[src/rtl/ct_rtu_encode_arb.sv]
// Registered request encoder for RTU slot selection: one-hot, LSB-first priority or
// round-robin search, presented through a single valid/ready output stage.
module ct_rtu_encode_arb #(
   parameter int unsigned WIDTH = 32,
   parameter int unsigned NUM_W = 5
) (
   input  logic             forever_cpuclk,
   input  logic             cpurst_b,
   input  logic [1:0]       x_mode,
   input  logic             x_in_vld,
   output logic             x_in_rdy,
   input  logic [WIDTH-1:0] x_num_expand,
   output logic             x_out_vld,
   input  logic             x_out_rdy,
   output logic [NUM_W-1:0] x_num,
   output logic [WIDTH-1:0] x_out_onehot,
   output logic             x_none,
   output logic             x_multi_err,
   output logic [NUM_W-1:0] x_rr_ptr
);

   if (int'(NUM_W) != $clog2(WIDTH) || WIDTH < 2 || WIDTH > 64) begin : g_param_chk
      $error("ct_rtu_encode_arb: NUM_W must equal $clog2(WIDTH), WIDTH in 2..64");
   end

   logic             out_vld_q;
   logic [NUM_W-1:0] num_q, num_d;
   logic [WIDTH-1:0] oh_q, oh_d;
   logic             none_q, none_d;
   logic             multi_q, multi_d;
   logic [NUM_W-1:0] rr_ptr_q, rr_ptr_d;

   logic             accept;
   logic [NUM_W-1:0] or_idx, lo_idx, hi_idx, rr_idx;
   logic [WIDTH-1:0] lo_oh, hi_oh, rr_oh;
   logic             seen, multi, hi_found;

   assign x_in_rdy = ~out_vld_q | x_out_rdy;
   assign accept   = x_in_vld & x_in_rdy;

   // Single ascending scan: OR of set indices, lowest set bit, and lowest set bit at or
   // above the round-robin pointer. If nothing sits at/above the pointer the search wraps,
   // which is simply the lowest set bit overall.
   always_comb begin
      or_idx   = '0;
      lo_idx   = '0;
      hi_idx   = '0;
      lo_oh    = '0;
      hi_oh    = '0;
      seen     = 1'b0;
      multi    = 1'b0;
      hi_found = 1'b0;
      for (int i = 0; i < int'(WIDTH); i++) begin
         if (x_num_expand[i]) begin
            or_idx = or_idx | NUM_W'(i);
            if (seen) begin
               multi = 1'b1;
            end else begin
               lo_idx   = NUM_W'(i);
               lo_oh[i] = 1'b1;
            end
            if (!hi_found && (NUM_W'(i) >= rr_ptr_q)) begin
               hi_idx   = NUM_W'(i);
               hi_oh[i] = 1'b1;
               hi_found = 1'b1;
            end
            seen = 1'b1;
         end
      end
      rr_idx = hi_found ? hi_idx : lo_idx;
      rr_oh  = hi_found ? hi_oh  : lo_oh;
   end

   always_comb begin
      num_d   = '0;
      oh_d    = '0;
      multi_d = 1'b0;
      none_d  = ~seen;
      case (x_mode)
         2'b00: begin
            num_d   = or_idx;
            oh_d    = x_num_expand;
            multi_d = multi;
         end
         2'b10: begin
            num_d = rr_idx;
            oh_d  = rr_oh;
         end
         default: begin
            num_d = lo_idx;
            oh_d  = lo_oh;
         end
      endcase

      rr_ptr_d = rr_ptr_q;
      if (accept && (x_mode == 2'b10) && seen) begin
         rr_ptr_d = (rr_idx == NUM_W'(WIDTH - 1)) ? '0 : rr_idx + NUM_W'(1);
      end
   end

   always_ff @(posedge forever_cpuclk) begin
      if (!cpurst_b) begin
         out_vld_q <= 1'b0;
         num_q     <= '0;
         oh_q      <= '0;
         none_q    <= 1'b0;
         multi_q   <= 1'b0;
         rr_ptr_q  <= '0;
      end else begin
         rr_ptr_q <= rr_ptr_d;
         if (accept) begin
            out_vld_q <= 1'b1;
            num_q     <= num_d;
            oh_q      <= oh_d;
            none_q    <= none_d;
            multi_q   <= multi_d;
         end else if (x_out_rdy) begin
            out_vld_q <= 1'b0;
         end
      end
   end

   assign x_out_vld    = out_vld_q;
   assign x_num        = num_q;
   assign x_out_onehot = oh_q;
   assign x_none       = none_q;
   assign x_multi_err  = multi_q;
   assign x_rr_ptr     = rr_ptr_q;

endmodule

[config.mk]
export PLATFORM = sky130hd
export DESIGN_NAME = ct_rtu_encode_arb
export DESIGN_NICKNAME = d
export VERILOG_FILES = /design/src/rtl/ct_rtu_encode_arb.sv
export SDC_FILE = /design/constraint.sdc
export NUM_CORES = 1
export LEC_CHECK = 0
export ABC_AREA = 1
export CAP_MARGIN = 20
export CELL_PAD_IN_SITES_DETAIL_PLACEMENT = 0
export CELL_PAD_IN_SITES_GLOBAL_PLACEMENT = 1
export CORE_MARGIN = 2
export CORE_UTILIZATION = 33
export CTS_CLUSTER_SIZE = 24
export DETAILED_ROUTE_END_ITERATION = 10
export GPL_TIMING_DRIVEN = 1
export PLACE_DENSITY_LB_ADDON = 0.08
export SYNTH_ARGS = -nofsm -noshare
export SYNTH_HDL_FRONTEND = slang
export SYNTH_SLANG_ARGS = --single-unit
export TNS_END_PERCENT = 100
[constraint.sdc]
create_clock -name forever_cpuclk -period 4 [get_ports forever_cpuclk]
set_clock_uncertainty 0.05 [all_clocks]
set_input_delay 0.6 -clock forever_cpuclk [delete_from_list [all_inputs] [get_ports forever_cpuclk]]
set_output_delay 0.6 -clock forever_cpuclk [all_outputs]
set_load 0.005 [all_outputs]
======== Yosys cells after proc, flatten, opt, wreduce, memory -nomap -nowiden ========
Index checks and enable logic that the tools add are counted.
W data, S select, Z words.
operators by class
  add/subtract/negate cells ............... 1
  magnitude comparators ................... 32
  eq/ne operators ......................... 4
  muxes and demuxes ....................... 647
  bitwise operators ....................... 4
  reductions and logical operators ........ 65
operator list
  kind                   number
  $mux W5                208
  $mux W1                420
  $mux W32               3
  $ge A5 B5 Y1 const A   16
  $pmux W32 S2           1
  $ge A4 B5 Y1 const A   8
  $logic_and A1 B1 Y1    33
  $mux W4                8
  $logic_not A1 Y1       31
  $ge A3 B5 Y1 const A   4
  $mux W3                4
  $ge A1 B5 Y1 const A   2
  $ge A2 B5 Y1 const A   2
  $pmux W5 S2            1
  $add A5 B1 Y5 const B  1
  $eq A5 B5 Y1 const B   1
  $mux W2                2
  $ne A3 B1 Y1 const B   1
  $eq A2 B2 Y1 const B   1
  $logic_not A2 Y1       1
  $ne A2 B1 Y1 const B   1
  $not A1 Y1             2
  $and A1 B1 Y1          1
  $or A1 B1 Y1           1
storage, ports and cells
  bits in registers ....................... 45
  bits of input ports ..................... 38
  output and inout port bits .............. 46
  logic and storage cells ................. 759

======== Depth between registers and ports, before layout ========
  word-level depth ........................ 163
  gate-level depth with buffers ........... 37
  mapped depth without buffers ............ 37

======== Worst setup path before layout ========
Ideal clock, no wire load.
  path type ............................... input-to-reg
  from .................................... input port x_num_expand[0]
  to ...................................... register rr_ptr_q[0] (netlist: x_rr_ptr[0])
  setup time .............................. 0.070 ns
  data arrival time ....................... 3.818 ns
  required time ........................... 3.880 ns
  slack ................................... 0.062 ns
  cell stages on the path ................. 37
  path buffers ............................ 0
  cell sequence ........................... inv_2 -> nand2_1 -> inv_2 -> nand2_4 -> nor2_4 -> inv_4 -> nor2_2 -> inv_2 -> nor2_4 -> inv_4 -> nor2_4 -> nand2_4 -> nor2_4 -> inv_4 -> nor2_4 -> nand2_4 -> nor2_2 -> inv_2 -> nor2_2 -> inv_4 -> nor2_4 -> inv_4 -> nor2_2 -> inv_2 -> nor2_2 -> inv_2 -> o21ai_0 -> nand4_1 -> nand2_1 -> inv_2 -> ha_1 -> nand2_1 -> nor2_1 -> ha_1 -> nor2_1 -> nand3_1 -> a21oi_1
on the way
  longest elaborated chain between the ends .. 159
  elaborated cells on any way between the ends .. 380
  classes of those cells .................. add/sub: 1; eq/ne: 1; mux: 315; reduce/logical: 63
ends and longest elaborated chain
  element                                          line  text
  start, declared                                  12    input logic [WIDTH-1:0] x_num_expand,
  $mux W1                                          54    if (x_num_expand[i]) begin
  $logic_not A1 Y1                                 62    if (!hi_found && (NUM_W'(i) >= rr_ptr_q)) begin
  $logic_and A1 B1 Y1                              62
  $mux W1                                          62
  $mux W1 (2 in a row)                             54
  $logic_not A1 Y1                                 62
  $logic_and A1 B1 Y1                              62
  $mux W1                                          62
  (+140 left out)                                  --
  $mux W1 (2 in a row)                             54
  $logic_not A1 Y1                                 62
  $logic_and A1 B1 Y1                              62
  $mux W5 or $mux W1 (tied branches)               62
  $mux W5 or $mux W1 (tied branches) (2 in a row)  54
  $mux W5                                          70    rr_idx = hi_found ? hi_idx : lo_idx;
  $add A5 B1 Y5 or $eq A5 B5 Y1 (tied branches)    97    rr_ptr_d = (rr_idx == NUM_W'(WIDTH - 1)) ? '0 : rr_idx + NUM_W'(1);
  $mux W5                                          97
  end signal, assigned                             110   rr_ptr_q <= rr_ptr_d;
  end, declared                                    31    logic [NUM_W-1:0] rr_ptr_q, rr_ptr_d;
Several ways; a longest one is shown, not always the timed one. The select of a mux whose other input is x is not followed.
A chain may end at the register's enable or synchronous reset.

======== Final worst setup path ========
  from .................................... register rr_ptr_q[1] (netlist: x_rr_ptr[1])
  to ...................................... register rr_ptr_q[4] (netlist: x_rr_ptr[4])
on the way
  longest elaborated chain between the ends .. 162
  elaborated cells on any way between the ends .. 287
  classes of those cells .................. add/sub: 1; order compare: 32; eq/ne: 1; mux: 191; reduce/logical: 62
ends and longest elaborated chain
  element                                          line
  $ge A1 B5 Y1                                     62
  $mux W1                                          62
  $mux W1 (2 in a row)                             54
  $logic_not A1 Y1                                 62
  $logic_and A1 B1 Y1                              62
  $mux W1                                          62
  $mux W1 (2 in a row)                             54
  $logic_not A1 Y1                                 62
  (+142 left out)                                  --
  $mux W1 (2 in a row)                             54
  $logic_not A1 Y1                                 62
  $logic_and A1 B1 Y1                              62
  $mux W5 or $mux W1 (tied branches)               62
  $mux W5 or $mux W1 (tied branches) (2 in a row)  54
  $mux W5 (*)                                      70
  $add A5 B1 Y5 or $eq A5 B5 Y1 (tied branches)    97
  $mux W5 (*)                                      97
Mark *: on every way between the ends. The rest lies on a longest branch, timed or not. The select of a mux whose other input is x is not followed.

==> results_dict.tcl <==
set metrics [dict create \
    dp_hpwl_um 18600 \
    ys.flop_type "dfxtp_1" \
    cp_common_cell "nor2_4" \
    p_leak_uw 0.00340 \
    drive_gt1_share_pct 32.8 \
    rsz0062_at_grt "true" \
    diodes 0 \
    synth_top_family_by_area "simple AND/OR/NAND/NOR gates" \
    worstHoldPathCells 2 \
    r2r-start "x_rr_ptr[1]" \
    via_per_inst 5.29 \
    synth_mux_area_share_pct 0 \
    synth-adder-area-share_pct 0.808 \
    post_drt_wl_per_cell_um 18.9 \
    fin_nets 1116 \
    min-delay-path-class "flop to flop" \
    cts_max_path_buffers 2 \
    drtAntennaViolNets 0 \
    synth-simple-area-share_pct 35.7 \
    synth_compound_area_share_pct 27.8 \
    crit_arrival_ps 4010 \
    syn_area_um2 4650 \
    synth-edff-count 0 \
    required_ps 4140 \
    timing.rr.end "x_rr_ptr[4]" \
    outcome "finished clean" \
    maxCapViolations 0 \
    place_inst 1208 \
    p_per_area_nw_per_um2 191 \
    startpoint_type "flop" \
    switching_share_pct 35.0 \
    drt_iter0_markers 475 \
    cts_root_buf "clkbuf_16" \
    dr.pass1.iters 5 \
    clock_latency_ps 310 \
    power_frac_comb_pct 35.6 \
    vias 6645 \
    yosysUniqueCellTypes 48 \
    coreArea_um2 13800 \
    clk_pin_slew_worst_paths_ps 70 \
    gp_congestion 0.961 \
    grt-ovfl-total 0 \
    yosys_warnings 0 \
    reg2reg_slack_ps 130 \
    max_freq_mhz 258 \
    min_to "x_multi_err" \
    htreeDepth 2 \
    antenna_found_initial 0 \
    drt_wl_total_um 23800 \
    fillers 1376 \
    holdWs_ps 433 \
    synth_area_per_cell_um2 5.91 \
    pwr-share-seq_pct 33.2 \
    synth_seq_cells 45 \
    peakVddDrop_mv 0.153 \
    syn_inst 786 \
    path_class "flop to flop" \
    final_cells 1256 \
    synthArstFlopShare_pct 0 \
    timing.final.crit_share_pct 96.8 \
    grt_start_max_net_pins 40 \
    grt_pass1_wl_um 35200 \
    initial_core_util_pct 33.6 \
    grt_pass1_vias 6409 \
    drc 0 \
    dieHeight_um 123 \
    synth_seq_area_share_pct 19.4 \
    slew_viol_final 0 \
    switching_power_uw 512 \
    area_growth_syn_to_layout_pct 64.6 \
    worst_setup_path_end_kind "flop" \
    cts_made_buffers 5 \
    slowest_stage "dfxtp_4" \
    p_clk_share_pct 31.2 \
    p_int_uw 952 \
    ctsHoldBuffers 0 \
    row_count 43 \
    period_minus_slack_ps 3870 \
    setup_violations 0 \
    hold_violations 0 \
    clock_sink_count 45 \
    worst-path-max-fanout 5 \
    portBuffers 83 \
    syn_nets 827 \
    tightest_slew_ps 552 \
    r2r_cells 27 \
    die_area_um2 15000 \
    min_from "x_multi_err" \
    synth_xor_area_share_pct 0 \
    slowest_delay_ps 380 \
    max_slew_margin_pct 62.9 \
    die_w_um 123 \
    cts_tree "yes" \
    track_usage_pct 31.4 \
    pin_count 84 \
]
cell usage after synthesis, types with 2 or more instances:
cell type	number	area share, %
a21oi_1	103	11
a221oi_1	3	0.57
a31oi_1	17	2.3
a41oi_1	2	0.38
buf_1	2	0.16
buf_2	3	0.32
buf_6	3	0.73
clkbuf_1	14	1.1
clkbuf_8	3	0.89
dfxtp_1	45	19
ha_1	3	0.81
inv_1	133	11
inv_2	11	0.89
inv_4	6	0.81
nand2_1	106	8.6
nand2_2	2	0.27
nand2_4	4	0.97
nand3_1	26	2.8
nand3_2	5	1.1
nand4_1	21	2.8
nand4_2	3	0.81
nand4_4	4	1.8
nor2_1	99	8.0
nor2_2	18	2.4
nor2_4	12	2.9
nor3_1	17	1.8
nor3_2	2	0.43
nor4_1	5	0.67
o2111ai_1	4	0.75
o211ai_1	4	0.65
o21ai_0	67	7.2
o21ai_1	18	1.9
o22ai_1	4	0.54
o41ai_1	3	0.57
worst max path at each step:
stage                  endpoint  slack, ps            start
finish              x_rr_ptr[4]        130      x_rr_ptr[1]
global route        x_rr_ptr[4]       -190      x_rr_ptr[2]
detailed placement  x_rr_ptr[3]       -690  x_num_expand[3]
global placement    x_rr_ptr[0]       -600  x_num_expand[0]
CTS                 x_rr_ptr[3]          2  x_num_expand[0]
floorplan           x_rr_ptr[0]         60  x_num_expand[0]
sequential cells by signal, summed over array words and instances, names as in the netlist:
name,flops
x_out_vld,1
x_multi_err,1
x_num,5
x_none,1
x_rr_ptr,5
x_out_onehot,32
layer usage:
layer / up-vias / share of wire, % / GRT usage, % / wire length (um)
met5: - / 0 / 0 / 0
met2: 257 / 50 / 56.0 / 11900
li1: 3210 / - / - / -
met3: 54 / 4.7 / 4.23 / 1130
met4: 0 / 5.0 / 14.2 / 1180
met1: 3124 / 40 / 37.2 / 9580
area by class of cell:
cell class / instances / area, um^2 / area share [%]
inverters: 151 / 596 / 7.79
clock buffers: 6 / 139 / 1.82
repair buffers: 309 / 2540 / 33.2
clock inverters: 2 / 13.8 / 0.180
well taps: 180 / 225 / 2.94
flip-flops and latches: 45 / 917 / 12.0
multi-input cells: 563 / 3220 / 42.1
per-stage QoR:
| step | power (uW) | utilization, % | cell area (um^2) | setup TNS (ps) | setup slack [ps] |
|---|---|---|---|---|---|
| 2_1_floorplan | 694 | - | 4650 | 0 | 61.6 |
| 3_3_place_gp | 962 | 50.1 | 6930 | -13240 | -598 |
| 6_report | 1460 | 55.3 | 7650 | 0 | 128 |
| 4_1_cts | 1450 | 53.3 | 7370 | 0 | 2.32 |
| 3_5_place_dp | 964 | 50.1 | 6930 | -15260 | -687 |
| 5_1_grt | 1530 | 55.3 | 7650 | -691 | -191 |
what timing repair did:
item	CTS	global route
pin swaps	24	30
buffers inserted	21	20
endpoints found under the setup margin	31	30
resized for setup	58	56
endpoints found under the hold margin	0	0
power groups by stage:
stage	Combinational, uW	Sequential [uW]	Clock, uW
6_report	521	486	457
5_1_grt	557	488	480
4_1_cts	496	487	463
3_5_place_dp	467	497	0
3_3_place_gp	466	496	0
2_1_floorplan	198	497	0
cell families after synthesis:
group,count (synthesis)
and+or+nand+nor,326
AOI/OAI and AO/OA,234
buffers and inverters,178
DFF,45
adders and majority gates,3
worst max-delay path, delay by kind of cell (launching register included):
family	cells	cell delay, ps
DFF	1	380
and+or+nand+nor	18	2090
AOI/OAI and AO/OA	3	370
buffers and inverters	4	400
adders and majority gates	2	440
cells in the final DEF, fill, tap and decap left out, drive strengths merged, types with 4 or more instances in the layout:
cell type	netlist	routed
o2111ai	4	4
a31oi	17	17
clkdlybuf4s50	1	71
nand4	28	28
inv	150	149
clkbuf	17	9
nor4	5	5
dfxtp	45	45
o21ai	85	85
nor3	19	19
o22ai	5	5
nand3	31	31
buf	9	229
nand2	112	112
nor2	129	129
o211ai	4	4
a21oi	104	104
dlymetal6s2s	0	4
Power figures use the tool's default switching activity.
